File: src/rtl/gpio_reg_bank_pkg.sv
// Shared GPIO bus field layout, register-bank addresses and state encoding.
// Latency: n/a (types and constants only). Backpressure: n/a.
// Consumed by the GPIO synchroniser and by every register bank on the bus.
package ising_config;

    localparam int gpio_addr_width = 16;
    localparam int gpio_data_width = 8;
    localparam int gpio_w_clk_bit  = gpio_addr_width + gpio_data_width;
    localparam int gpio_bus_width  = gpio_w_clk_bit + 1;

    localparam int          gpio_reg_num       = 8;
    localparam logic [15:0] gpio_reg_base_addr = 16'h0030;
    localparam logic [15:0] gpio_reg_ctrl_addr = gpio_reg_base_addr + 16'(gpio_reg_num);

    // Field view of the write bus: strobe on top, data above address.
    typedef struct packed {
        logic                       w_clk;
        logic [gpio_data_width-1:0] data;
        logic [gpio_addr_width-1:0] addr;
    } gpio_word_t;

    typedef enum logic {
        IDLE,
        ACCUM
    } bank_state_t;

endpackage

File: src/rtl/gpio_bus_sync.sv
// Synchronises the asynchronous GPIO write bus and detects rising edges of w_clk.
// Latency: wr_stb is high in the cycle after the SYNC_STAGES-1'th edge that sees w_clk=1.
// Backpressure: none; the host paces writes by holding w_clk high/low long enough.
module gpio_bus_sync
    import ising_config::*;
#(
    parameter int ADDR_WIDTH  = gpio_addr_width,
    parameter int DATA_WIDTH  = gpio_data_width,
    parameter int SYNC_STAGES = 2
) (
    input  logic                             clk,
    input  logic                             rst,
    input  logic [ADDR_WIDTH+DATA_WIDTH:0]   gpio_in,
    output logic                             wr_stb,
    output logic [ADDR_WIDTH-1:0]            wr_addr,
    output logic [DATA_WIDTH-1:0]            wr_data
);

    localparam int BUS_W = ADDR_WIDTH + DATA_WIDTH + 1;

    logic [BUS_W-1:0] sync_q [SYNC_STAGES];
    logic             w_clk_prev;

    // The whole word travels through the chain so address, data and strobe stay aligned.
    always_ff @(posedge clk or negedge rst) begin
        if (!rst) begin
            for (int i = 0; i < SYNC_STAGES; i++) begin
                sync_q[i] <= '0;
            end
            w_clk_prev <= 1'b0;
        end else begin
            sync_q[0] <= gpio_in;
            for (int i = 1; i < SYNC_STAGES; i++) begin
                sync_q[i] <= sync_q[i-1];
            end
            w_clk_prev <= sync_q[SYNC_STAGES-1][BUS_W-1];
        end
    end

    assign wr_stb  = sync_q[SYNC_STAGES-1][BUS_W-1] & ~w_clk_prev;
    assign wr_addr = sync_q[SYNC_STAGES-1][ADDR_WIDTH-1:0];
    assign wr_data = sync_q[SYNC_STAGES-1][ADDR_WIDTH +: DATA_WIDTH];

endmodule

File: src/rtl/gpio_reg_bank.sv
// Wide config register bank loaded byte-serially (MSB first) over the GPIO bus; optional readback via GPIO_REG_READBACK_EN.
// Latency: commit visible on reg_out/reg_update the cycle after edge SYNC_STAGES; rd_data one cycle after rd_addr.
// Backpressure: none; out-of-range addresses are ignored so other GPIO targets can interleave.
module gpio_reg_bank
    import ising_config::*;
#(
    parameter int                    NUM_REGS    = gpio_reg_num,
    parameter int                    REG_WIDTH   = 32,
    parameter int                    ADDR_WIDTH  = gpio_addr_width,
    parameter int                    DATA_WIDTH  = gpio_data_width,
    parameter logic [ADDR_WIDTH-1:0] BASE_ADDR   = ADDR_WIDTH'(gpio_reg_base_addr),
    parameter int                    SYNC_STAGES = 2
) (
    input  logic                              clk,
    input  logic                              rst,
    input  logic [ADDR_WIDTH+DATA_WIDTH:0]    gpio_in,
    output logic [NUM_REGS*REG_WIDTH-1:0]     reg_out,
    output logic [NUM_REGS-1:0]               reg_update,
    output logic                              proto_err
`ifdef GPIO_REG_READBACK_EN
    ,
    input  logic [ADDR_WIDTH-1:0]             rd_addr,
    output logic [REG_WIDTH-1:0]              rd_data
`endif
);

    localparam int BEATS = REG_WIDTH / DATA_WIDTH;
    localparam int CNT_W = $clog2(BEATS + 1);
    localparam int IDX_W = (NUM_REGS > 1) ? $clog2(NUM_REGS) : 1;

    localparam logic [ADDR_WIDTH:0]   END_ADDR  = {1'b0, BASE_ADDR} + (ADDR_WIDTH+1)'(NUM_REGS);
    localparam logic [ADDR_WIDTH-1:0] CTRL_ADDR = END_ADDR[ADDR_WIDTH-1:0];

    function automatic logic addr_hit(input logic [ADDR_WIDTH-1:0] a);
        return ({1'b0, a} >= {1'b0, BASE_ADDR}) && ({1'b0, a} < END_ADDR);
    endfunction

    function automatic logic [IDX_W-1:0] addr_idx(input logic [ADDR_WIDTH-1:0] a);
        logic [ADDR_WIDTH-1:0] off;
        off = a - BASE_ADDR;
        return off[IDX_W-1:0];
    endfunction

    logic                  wr_stb;
    logic [ADDR_WIDTH-1:0] wr_addr;
    logic [DATA_WIDTH-1:0] wr_data;

    gpio_bus_sync #(
        .ADDR_WIDTH  (ADDR_WIDTH),
        .DATA_WIDTH  (DATA_WIDTH),
        .SYNC_STAGES (SYNC_STAGES)
    ) u_sync (
        .clk     (clk),
        .rst     (rst),
        .gpio_in (gpio_in),
        .wr_stb  (wr_stb),
        .wr_addr (wr_addr),
        .wr_data (wr_data)
    );

    bank_state_t          state_q, state_d;
    logic [CNT_W-1:0]     cnt_q, cnt_d;
    logic [IDX_W-1:0]     idx_q, idx_d;
    logic [REG_WIDTH-1:0] stage_q, stage_d;
    logic                 err_q, err_d;
    logic                 commit;

    logic                 wr_hit;
    logic [IDX_W-1:0]     wr_idx;
    logic [REG_WIDTH-1:0] shifted;

    logic [REG_WIDTH-1:0] regs [NUM_REGS];

    assign wr_hit  = addr_hit(wr_addr);
    assign wr_idx  = addr_idx(wr_addr);
    // Staging is all-zero outside ACCUM, so the first byte shifts in cleanly.
    assign shifted = (stage_q << DATA_WIDTH) | REG_WIDTH'(wr_data);

    always_ff @(posedge clk or negedge rst) begin
        if (!rst) begin
            state_q <= IDLE;
            cnt_q   <= '0;
            idx_q   <= '0;
            stage_q <= '0;
            err_q   <= 1'b0;
        end else begin
            state_q <= state_d;
            cnt_q   <= cnt_d;
            idx_q   <= idx_d;
            stage_q <= stage_d;
            err_q   <= err_d;
        end
    end

    always_comb begin
        state_d = state_q;
        cnt_d   = cnt_q;
        idx_d   = idx_q;
        stage_d = stage_q;
        err_d   = err_q;
        commit  = 1'b0;
        if (wr_stb) begin
            if (wr_hit) begin
                if (state_q == ACCUM && wr_idx != idx_q) begin
                    // Target switched mid-word: drop the partial word, restart on the new one.
                    err_d   = 1'b1;
                    stage_d = REG_WIDTH'(wr_data);
                    cnt_d   = CNT_W'(1);
                    idx_d   = wr_idx;
                    state_d = ACCUM;
                end else if (cnt_q == CNT_W'(BEATS - 1)) begin
                    commit  = 1'b1;
                    stage_d = '0;
                    cnt_d   = '0;
                    state_d = IDLE;
                end else begin
                    stage_d = shifted;
                    cnt_d   = cnt_q + CNT_W'(1);
                    idx_d   = wr_idx;
                    state_d = ACCUM;
                end
            end else if (wr_addr == CTRL_ADDR && wr_data[0]) begin
                err_d   = 1'b0;
                stage_d = '0;
                cnt_d   = '0;
                state_d = IDLE;
            end
        end
    end

    // Committed registers only ever change by a whole word.
    always_ff @(posedge clk or negedge rst) begin
        if (!rst) begin
            reg_update <= '0;
            for (int i = 0; i < NUM_REGS; i++) begin
                regs[i] <= '0;
            end
        end else begin
            reg_update <= '0;
            if (commit) begin
                reg_update[wr_idx] <= 1'b1;
                regs[wr_idx]       <= shifted;
            end
        end
    end

    for (genvar g = 0; g < NUM_REGS; g++) begin : g_out
        assign reg_out[g*REG_WIDTH +: REG_WIDTH] = regs[g];
    end

    assign proto_err = err_q;

`ifdef GPIO_REG_READBACK_EN
    // Reads the pre-commit value when a commit lands on the same edge.
    always_ff @(posedge clk or negedge rst) begin
        if (!rst) begin
            rd_data <= '0;
        end else if (addr_hit(rd_addr)) begin
            rd_data <= regs[addr_idx(rd_addr)];
        end else begin
            rd_data <= '0;
        end
    end
`else
    // No readback path: committed contents are visible on reg_out only.
`endif

endmodule

File: config.mk
export PLATFORM = sky130hd
export DESIGN_NAME = gpio_reg_bank
export DESIGN_NICKNAME = d
export VERILOG_FILES = /design/src/rtl/gpio_reg_bank_pkg.sv /design/src/rtl/gpio_bus_sync.sv /design/src/rtl/gpio_reg_bank.sv
export SDC_FILE = /design/constraint.sdc
export NUM_CORES = 1
export LEC_CHECK = 0
export BUFFER_PORTS_ARGS = -buffer_cell sky130_fd_sc_hd__buf_2
export CAP_MARGIN = 20
export CORE_MARGIN = 8
export CORE_UTILIZATION = 48
export CTS_CLUSTER_DIAMETER = 40
export DETAILED_ROUTE_END_ITERATION = 10
export HOLD_SLACK_MARGIN = 0.08
export PLACE_DENSITY = 0.75
export SLEW_MARGIN = 40
export SYNTH_ARGS = -nofsm -noshare
export SYNTH_HDL_FRONTEND = slang
export SYNTH_SLANG_ARGS = --single-unit
File: constraint.sdc
create_clock -name clk -period 2.45 [get_ports clk]
set_input_delay 0.1225 -clock clk [delete_from_list [all_inputs] [get_ports clk]]
set_output_delay 0.1225 -clock clk [all_outputs]
set_load 0.03 [all_outputs]
==> impl_results.md <==
- Status: completed
- Critical Path Most Common Cell: buf_4
- CP max stage cell: nor4_1
- Most used DFF post-synth: dfrtp_1
- CTS tree: done
- GP Congestion: 0.802
- Latest clock arrival within the worst-skew pair: 530 ps
- I/O pin cnt: 292
- CTS sink cnt: 347
- CP Data Arrival Time: 2720 ps
- Die area: 31,700 um^2
- Place WS: -17.9 ps
- Max stage delay on crit path: 460 ps
- Core Rows: 59
- H-tree depth: 2
- R2R cell count: 6
- First-pass GRT wire length: 48,900 um
- Pin count of the biggest net entering global routing: 74
- Tcrit/Tclk final: 0.947
- Post-DP HPWL: 21,700 um
- GRT Overall Usage: 0.199
- Post-route minimum period: 2320 ps
- Synth warnings: 0
- Via count: 7,783
- Diodes inserted: 0
- Layout cell share with drive strength beyond 1: 0.592
- Setup bufs post-CTS: 0
- Area grow syn2layout: 29.6%
- Sum Neg Setup Slack: 0 ps
- # fillers: 1,869
- Number of distinct library cells after synthesis: 35
- Multi-input logic area: 3730 um^2
- FFs w/ async S/R, synth: 1.00
- Cell count after synthesis: 772
- Antenna Violating Nets Remaining: 0
- Mapped Nets: 800
- Setup violations, final: 0
- Leakage: 9.14 nW
- DIE HEIGHT: 178 um
- Final WS setup: 129 ps
- Commonest non-fill, non-tap cell in the layout: dfrtp_1
- EDFF count, synth: 0
- Worst Hold Class: in -> async
- RSZ-0062 raised after global routing: no
- Clk Tree Root Cell: clkbuf_16
- Max Freq: 431 MHz
- P per Cell Area: 757 nW/um^2
- Commonest non-fill, non-tap cells in the layout: dfrtp_1 (347), buf_2 (290), mux2_2 (259), clkbuf_16 (43), buf_4 (31)
- Worst-Margin Slew: 618 ps
- Crit Path Max Fanout: 29
- Clock buffer depth: 3
- IO Port Bufs: 291
- Critical path endpoint category: flop
- Crit Path Category: reg -> reg
- MaxCap Viol Count: 0
- Cell Area, Synth: 12,600 um^2
- Slew Viols, Final: 0
- DRT Wirelength: 32,100 um
- Vias in the first global route: 8,281
- Clock Skew: 17.9 ps
- Cell family with most CP delay: simple AND/OR/NAND/NOR gates
- Flops & latches, synth: 347
- Cell area after layout: 16,300 um^2
- WP data required: 2850 ps
- Clk slew on worst S/H paths: 60 ps
- Worst path bufs/invs: 2
- TritonRoute pass-1 iters: 4
- Slew Limit Headroom: 0.588
- Die X: 178 um
- Mean post-synth cell area: 16.3 um^2
- Register area: 8680 um^2
- Starting Density: 0.486
- Tot Pwr: 12.4 mW
- Core outline area: 25,900 um^2
- Worst r2r dst: reg_out[230]
- Number of DRC markers in iteration 0: 450
- Antenna violations before repair: 0
- GR Overflow Total: 0
- Max VDD drop: 0.609 mV
- CP Launch Type: flop
- Hold Violations, Final: 0
- Final #Nets: 1,140
- CTS Buf Count: 42
- Crit path cell chain: nor4_1 -> and4_1 -> buf_4 -> nand4_1 -> buf_4 -> mux2_2
- FF-to-FF setup slack: 130 ps
- DR WL/cell: 21.7 um
- R2r startpoint: u_sync.wr_addr[15]
- Drt via density: 5.26
- Placed Area: 14,600 um^2
- DR DRC count: 0
- Register area share after synthesis: 0.689
where the power goes:
group | switching (mW) | total (mW) | internal (mW)
Sequential | 0.0352 | 5.81 | 5.78
Combinational | 0.150 | 0.225 | 0.0752
Clock | 2.41 | 6.33 | 3.91
Total | 2.60 | 12.4 | 9.76
worst register-to-register path: stages (launching register included):
cell     delay (ps)
dfrtp_1         360
nor4_1          460
and4_1          280
buf_4           290
nand4_1         170
buf_4           320
mux2_2          340
metrics by stage:
| stage | util | std cells | hold slack, ps |
|---|---|---|---|
| 6_report | 0.630 | 1480 | 158 |
| 5_1_grt | 0.630 | 1480 | 198 |
| 4_1_cts | 0.630 | 1480 | 177 |
| 3_5_place_dp | 0.563 | 1377 | 154 |
| 3_3_place_gp | 0.563 | 1377 | 148 |
| 2_1_floorplan | - | 772 | -173 |
area by class of cell:
cell class / instances / share of cell area
Inverter: 3 / 0.000690
Tap cell: 335 / 0.0257
Sequential cell: 347 / 0.532
Clock buffer: 54 / 0.0709
Timing Repair Buffer: 351 / 0.124
Clock inverter: 23 / 0.0187
Multi-Input combinational cell: 367 / 0.229
registers in the layout (all words and copies together) (netlist names), 3 cells and up:
name	count
u_sync.wr_data	8
stage_q	24
cnt_q	3
reg_out	256
reg_update	8
u_sync.sync_q	26
u_sync.wr_addr	16
idx_q	3
synthesized netlist by cell type, types with 4 or more instances:
| library cell | n | share of area |
|---|---|---|
| buf_1 | 16 | 0.0048 |
| nor2_1 | 9 | 0.0027 |
| dfrtp_1 | 347 | 0.69 |
| mux2_2 | 259 | 0.23 |
| nor4_1 | 6 | 0.0030 |
| clkbuf_1 | 37 | 0.011 |
| a21boi_0 | 17 | 0.010 |
| a22o_1 | 8 | 0.0056 |
| a31o_2 | 17 | 0.012 |
| nor2b_1 | 4 | 0.0020 |
| nand2b_1 | 4 | 0.0020 |
| nand2_1 | 7 | 0.0021 |
| nor3_1 | 5 | 0.0020 |
| nand4_1 | 8 | 0.0040 |
metal layers:
metal  wire length (um)  global-route usage  part of all wire
met1              13200               0.249              0.41
met2              15800               0.337              0.49
met3               2290              0.0506             0.071
met4                832              0.0629             0.026
met5                  0                   0                 0
cells by family after synthesis:
group | synth area share
flops | 0.689
mux | 0.232
buf+inv | 0.0175
simple gates | 0.0260
compound gates | 0.0325
xor+xnor | 0.00209
fa+ha+maj | 0.000993
how the worst max path moves through the flow:
stage | startpoint | end | slack [ps] | depth (start not counted)
after detailed placement | cnt_q[0] | reg_out[144] | -20 | 6
after global placement | cnt_q[0] | reg_out[145] | 60 | 6
after CTS | u_sync.wr_addr[13] | reg_out[144] | 90 | 6
final | u_sync.wr_addr[15] | reg_out[230] | 130 | 6
after floorplan | u_sync.wr_addr[1] | reg_out[100] | 190 | 6
after global routing | u_sync.wr_addr[15] | reg_out[244] | 4 | 6
what timing repair did:
action	CTS	global route
endpoints found under the hold margin	179	0
gates cloned	0	0
setup endpoints to repair	10	99
resized for setup	1	1
hold buffers	26	0
Power figures use the tool's default switching activity.
